**src/rtl/aerout_ack_ctrl.sv**
```systemverilog
// Four-phase AER output handshake slave with programmable ACK latency, event FIFO and counter.
// Optional handshake timeout is enabled by defining AEROUT_TIMEOUT_EN.
module aerout_ack_ctrl #(
    parameter int unsigned AER_WIDTH   = 12,
    parameter int unsigned DLY_WIDTH   = 4,
    parameter int unsigned FIFO_DEPTH  = 16,
    parameter int unsigned CNT_WIDTH   = 16,
    parameter int unsigned TIMEOUT_CYC = 64
) (
    input  logic                          clk,
    input  logic                          rst,
    input  logic [AER_WIDTH-1:0]          aerout_addr_i,
    input  logic                          aerout_req_i,
    output logic                          aerout_ack_o,
    input  logic [DLY_WIDTH-1:0]          ack_delay_i,
    input  logic                          sample_clr_i,
    output logic                          evt_valid_o,
    output logic [AER_WIDTH-1:0]          evt_addr_o,
    input  logic                          evt_rdy_i,
    output logic [$clog2(FIFO_DEPTH):0]   fifo_level_o,
    output logic [CNT_WIDTH-1:0]          evt_cnt_o,
    output logic                          timeout_err_o
);

    localparam int unsigned PtrWidth = $clog2(FIFO_DEPTH);
    localparam int unsigned LvlWidth = PtrWidth + 1;
    localparam logic [LvlWidth-1:0] FullLevel = LvlWidth'(FIFO_DEPTH);
    localparam logic [CNT_WIDTH-1:0] CntMax = '1;

    localparam logic [1:0] StIdle    = 2'd0;
    localparam logic [1:0] StDelay   = 2'd1;
    localparam logic [1:0] StAck     = 2'd2;
    localparam logic [1:0] StWaitLow = 2'd3;

    logic [1:0]           state_q, state_d;
    logic [DLY_WIDTH-1:0] dly_q, dly_d;
    logic                 ack_q, ack_d;
    logic [PtrWidth-1:0]  wr_ptr_q, wr_ptr_d;
    logic [PtrWidth-1:0]  rd_ptr_q, rd_ptr_d;
    logic [LvlWidth-1:0]  level_q, level_d;
    logic [CNT_WIDTH-1:0] cnt_q, cnt_d;
    logic [AER_WIDTH-1:0] mem_q [FIFO_DEPTH];

    logic fifo_full, fifo_empty, push, pop;

`ifdef AEROUT_TIMEOUT_EN
    localparam int unsigned TmoWidth = $clog2(TIMEOUT_CYC + 1);
    localparam logic [TmoWidth-1:0] TmoLast = TmoWidth'(TIMEOUT_CYC - 1);

    logic [TmoWidth-1:0] tmo_q, tmo_d;
    logic                err_q, err_d;
    logic                tmo_fire;
`endif

    // Full is taken from the registered level, so a same-cycle pop cannot admit a push.
    assign fifo_full  = (level_q == FullLevel);
    assign fifo_empty = (level_q == '0);
    assign push       = (state_q == StIdle) && aerout_req_i && !fifo_full;
    assign pop        = evt_rdy_i && !fifo_empty;

    always_comb begin
        state_d = state_q;
        dly_d   = dly_q;
`ifdef AEROUT_TIMEOUT_EN
        tmo_fire = 1'b0;
`endif
        unique case (state_q)
            StIdle: begin
                if (push) begin
                    dly_d   = ack_delay_i;
                    state_d = (ack_delay_i == '0) ? StAck : StDelay;
                end
            end
            StDelay: begin
                dly_d = dly_q - 1'b1;
                if (dly_q == DLY_WIDTH'(1)) begin
                    state_d = StAck;
                end
            end
            StAck: begin
                if (!aerout_req_i) begin
                    state_d = StIdle;
                end
`ifdef AEROUT_TIMEOUT_EN
                else if (tmo_q == TmoLast) begin
                    state_d  = StWaitLow;
                    tmo_fire = 1'b1;
                end
`endif
            end
            StWaitLow: begin
                if (!aerout_req_i) begin
                    state_d = StIdle;
                end
            end
            default: state_d = StIdle;
        endcase
    end

    assign ack_d = (state_d == StAck);

    always_comb begin
        wr_ptr_d = push ? wr_ptr_q + 1'b1 : wr_ptr_q;
        rd_ptr_d = pop  ? rd_ptr_q + 1'b1 : rd_ptr_q;
        level_d  = level_q;
        if (push && !pop) begin
            level_d = level_q + 1'b1;
        end else if (pop && !push) begin
            level_d = level_q - 1'b1;
        end
    end

    // A clear coinciding with a capture still counts that capture.
    always_comb begin
        cnt_d = cnt_q;
        if (sample_clr_i) begin
            cnt_d = push ? CNT_WIDTH'(1) : '0;
        end else if (push && (cnt_q != CntMax)) begin
            cnt_d = cnt_q + 1'b1;
        end
    end

    always_ff @(posedge clk or posedge rst) begin
        if (rst) begin
            state_q  <= StIdle;
            dly_q    <= '0;
            ack_q    <= 1'b0;
            wr_ptr_q <= '0;
            rd_ptr_q <= '0;
            level_q  <= '0;
            cnt_q    <= '0;
        end else begin
            state_q  <= state_d;
            dly_q    <= dly_d;
            ack_q    <= ack_d;
            wr_ptr_q <= wr_ptr_d;
            rd_ptr_q <= rd_ptr_d;
            level_q  <= level_d;
            cnt_q    <= cnt_d;
        end
    end

    always_ff @(posedge clk) begin
        if (push) begin
            mem_q[wr_ptr_q] <= aerout_addr_i;
        end
    end

`ifdef AEROUT_TIMEOUT_EN
    assign tmo_d = ((state_q == StAck) && (state_d == StAck)) ? tmo_q + 1'b1 : '0;
    assign err_d = tmo_fire | (err_q & ~sample_clr_i);

    always_ff @(posedge clk or posedge rst) begin
        if (rst) begin
            tmo_q <= '0;
            err_q <= 1'b0;
        end else begin
            tmo_q <= tmo_d;
            err_q <= err_d;
        end
    end

    assign timeout_err_o = err_q;
`else
    logic unused_tmo_cfg;
    assign unused_tmo_cfg = ^TIMEOUT_CYC;
    assign timeout_err_o  = 1'b0;
`endif

    assign aerout_ack_o = ack_q;
    assign evt_valid_o  = !fifo_empty;
    assign evt_addr_o   = mem_q[rd_ptr_q];
    assign fifo_level_o = level_q;
    assign evt_cnt_o    = cnt_q;

endmodule

```
**config.mk**
```make
export PLATFORM = sky130hd
export DESIGN_NAME = aerout_ack_ctrl
export DESIGN_NICKNAME = d
export VERILOG_FILES = /design/src/rtl/aerout_ack_ctrl.sv
export SDC_FILE = /design/constraint.sdc
export NUM_CORES = 1
export LEC_CHECK = 0
export BUFFER_PORTS_ARGS = -buffer_cell sky130_fd_sc_hd__buf_4
export CAP_MARGIN = 10
export CORE_UTILIZATION = 40
export CTS_CLUSTER_DIAMETER = 120
export CTS_CLUSTER_SIZE = 30
export DETAILED_ROUTE_END_ITERATION = 8
export PLACE_DENSITY = 0.55
export RECOVER_POWER = 100
export SYNTH_ARGS = -nofsm -noshare
export SYNTH_HDL_FRONTEND = slang
export SYNTH_SLANG_ARGS = --single-unit
```
**constraint.sdc**
```tcl
create_clock -name clk -period 3.9 [get_ports clk]
set_input_delay 0.78 -clock clk [delete_from_list [all_inputs] [get_ports clk]]
set_output_delay 0.78 -clock clk [all_outputs]
set_load 0.02 [all_outputs]
```
==> metrics.txt <==
first-pass GRT wire length=between 30 and 40 mm; Core ar.=between 20000 and 25000 sq um; Cells after Synth=around 510; Post-synth ARST share=0.158; max-slew violation count=37; DIE HEIGHT=between 150 and 200 microns; Power per Cell Area=624 nW/um^2; total die area=24400 sq um; clock latency on the worst-skew pair=~0.48 ns; status=complete, but fails checks; EDFF count, synth=between 150 and 200; hold_ws=approximately 0.50 ns; Worst Hold Path Cells=1; Setup Fix Bufs, Post-CTS=0; fin cells=between 800 and 900; Multi-input gate area=between 2000 and 3000 sq um; 1st-iter DRT viols=between 300 and 400; CTS max path bufs=3; CP startpoint kind=flop; HPWL after detailed placement=between 10 and 15 mm; Final min period=approximately 3.5 ns; sequential-to-total area share from yosys stat=0.701; worst-margin pin slew=around 2.1 ns; Cell Area, Synth=roughly 9500 sq um; top area cells in the synthesized netlist=edfxtp_1 (61%), mux4_2 (14%), dfrtp_1 (9.5%); hold endpoint=rd_ptr_q[2]; Synth area leader=edfxtp_1; layout cells sized above 1=0.193; r2r startpoint=state_q[1]; Max-Cap Viols=1; DRT antenna net count=0; RSZ-0062 raised after global routing=false; slowest cell delay on critical path=0.91 ns; vias in the first global route=about 5100; starting density of the core=0.406; drt drc=0; worst hold start=rd_ptr_q[2]; post-CTS sizing=0; CP bufs+invs=2; Wirelength per Cell=about 22 microns; Avg Inst Size Synth=18.8 sq um; GPL Wtd Cong=about 0.77; root buf cell=clkbuf_16; Area Growth Syn to Fin=9.87%; top_reg_cell synth=edfxtp_1; gr usage total=0.167; Crit Path Category=flop to output pin; Setup Total Neg Slack=0 ns; Pwr Total=around 6.5 mW; failing checks=capacitance limit, slew limit; clk sinks=approximately 230; placed inst area=10400 sq um; Synth Net Count=about 540; leakage=between 3 and 4 nW; # setup viols final=0; initial antenna violation count=0; Setup crit end kind=output pin; worst path required time=~3.1 ns; FF-to-FF path depth=6; Site Rows=between 50 and 60; worst reg-to-reg setup slack=between 0.5 and 0.6 ns; Fin. Hold Viols=0; WL final=a little under 20 mm; TritonCTS clock tree=built; worst hold path class=flop to flop; synth unique cells=just over 60; Yosys top cell area share=0.606; PortBufs=55; Initial DRT Pass Iterations=4; placed insts=about 900; R2R Path End=mem_q[6][1]; CP Cell Sequence=buf_4 -> mux4_2 -> mux4_2 -> buf_4; final net count=slightly above 600; fill cell count=around 2100; crit path max-delay cell type=dfrtp_1; Inserted Clock Buffers=11; total grt overflow=0; via count=a little under 5000; # IOs=57; overall die width=156 microns; CTS H-Tree Depth=1; clock-pin slew on the worst setup and hold paths=about 0.11 ns; peak supply drop=between 200 and 300 uV; largest net degree at the start of global routing=37; critical path depth=4; Final Cell Area=10400 sq um; Top Family by Delay on Critical Path=flip-flops; Via density=approximately 5.5; diodes inserted=0; Worst Path Max Fanout=18; Slew HR=-0.390; # hold bufs at CTS=0; fmax=282 MHz; Yosys Warn Count=0; Tcrit/Tclk final=0.910; CP arrival=roughly 2.8 ns; #FFs+latches synth=between 200 and 250; skew final=~0.025 ns; Reg area=6670 sq um
-- power breakdown --
group | internal [mW] | total, mW | leakage (nW) | switching, mW
Combinational | 1.06 | 2.12 | 1.09 | 1.06
Clock | 0.541 | 1.26 | 0.148 | 0.721
Sequential | 2.85 | 3.14 | 2.19 | 0.293
Total | 4.45 | 6.52 | 3.42 | 2.07
-- placed cells by master (no fill, tap or decap), drive strengths merged, types with 2 or more instances in the layout --
cell type / instances
a21o: 2
a21oi: 14
a311oi: 2
and2: 3
and3: 19
buf: 15
clkbuf: 78
dfrtp: 36
edfxtp: 192
ha: 12
inv: 13
mux2: 6
mux2i: 2
mux4: 60
nand2: 14
nand3: 7
nand4: 9
nand4b: 2
nor2: 10
nor2b: 5
nor3: 4
nor3b: 2
nor4: 8
o21ai: 11
o31ai: 6
o41ai: 3
or3: 2
or4: 9
xnor2: 8
xor2: 2
-- per-layer routing --
metal | share of wire | wire, microns | up-vias | GRT usage
met3 | 0.043 | 830 | 20 | 0.0222
met4 | 0.018 | 344 | 0 | 0.0378
met2 | 0.51 | 9890 | 111 | 0.289
met5 | 0 | 0 | - | 0
li1 | - | - | 2192 | -
met1 | 0.43 | 8450 | 2553 | 0.223
-- flip-flops by register name (all words and copies together) (netlist names) --
name,cells
evt_cnt_o,16
fifo_level_o,5
aerout_ack_o,1
mem_q,192
dly_q,4
rd_ptr_q,4
wr_ptr_q,4
state_q,2
-- stage by stage --
step / utilization / setup slack [ns]
after floorplan: - / 0.986
after global placement: 0.444 / 0.825
after detailed placement: 0.444 / 0.733
after CTS: 0.457 / 0.285
after global routing: 0.446 / 0.173
final: 0.446 / 0.350
-- worst register-to-register path, delay by kind of cell (launching register included) --
kind                   cells  cell delay [ns]
flip-flops                 1             0.54
AND/OR/NAND/NOR            2             0.92
AO/OA/AOI/OAI              1             0.22
buffers and inverters      3             1.32
-- worst max-delay path by stage --
stage | from | end | slack, ns
after CTS | rd_ptr_q[0] | evt_addr_o[0] | 0.29
after detailed placement | fifo_level_o[0] | fifo_level_o[4] | 0.73
after floorplan | fifo_level_o[0] | fifo_level_o[4] | 0.99
after global routing | rd_ptr_q[0] | evt_addr_o[11] | 0.17
after global placement | fifo_level_o[0] | fifo_level_o[4] | 0.83
final | rd_ptr_q[1] | evt_addr_o[3] | 0.35
-- cell usage after synthesis (4+ instances only) --
cell      count
a21oi_1      14
and3_1       19
buf_2         7
clkbuf_1     14
dfrtp_1      36
edfxtp_1    192
ha_1         12
inv_1        12
mux2_2        5
mux4_2       60
nand2_1      14
nand3_1       7
nand4_1       8
nor2_1       10
nor2b_1       5
nor3_1        4
nor4_1        6
o21ai_0       6
o31ai_1       6
or4_1         7
xnor2_1       8
-- cell type report --
class                   count  share of cell area
well taps                 319              0.0382
clock inverters             1             0.00156
inverters                  13             0.00467
multi-input cells         240               0.252
repair buffers             77              0.0370
clock buffers              16              0.0282
flip-flops and latches    228               0.639
-- logic make-up after synthesis --
| kind of cell | synth area share |
|---|---|
| flops | 0.701 |
| simple gates | 0.0633 |
| mux | 0.152 |
| compound gates | 0.0371 |
| buf+inv | 0.0191 |
| fa+ha+maj | 0.0179 |
| xor+xnor | 0.00921 |
| other cells | 0.000394 |
(Power assumes the default switching activity.)
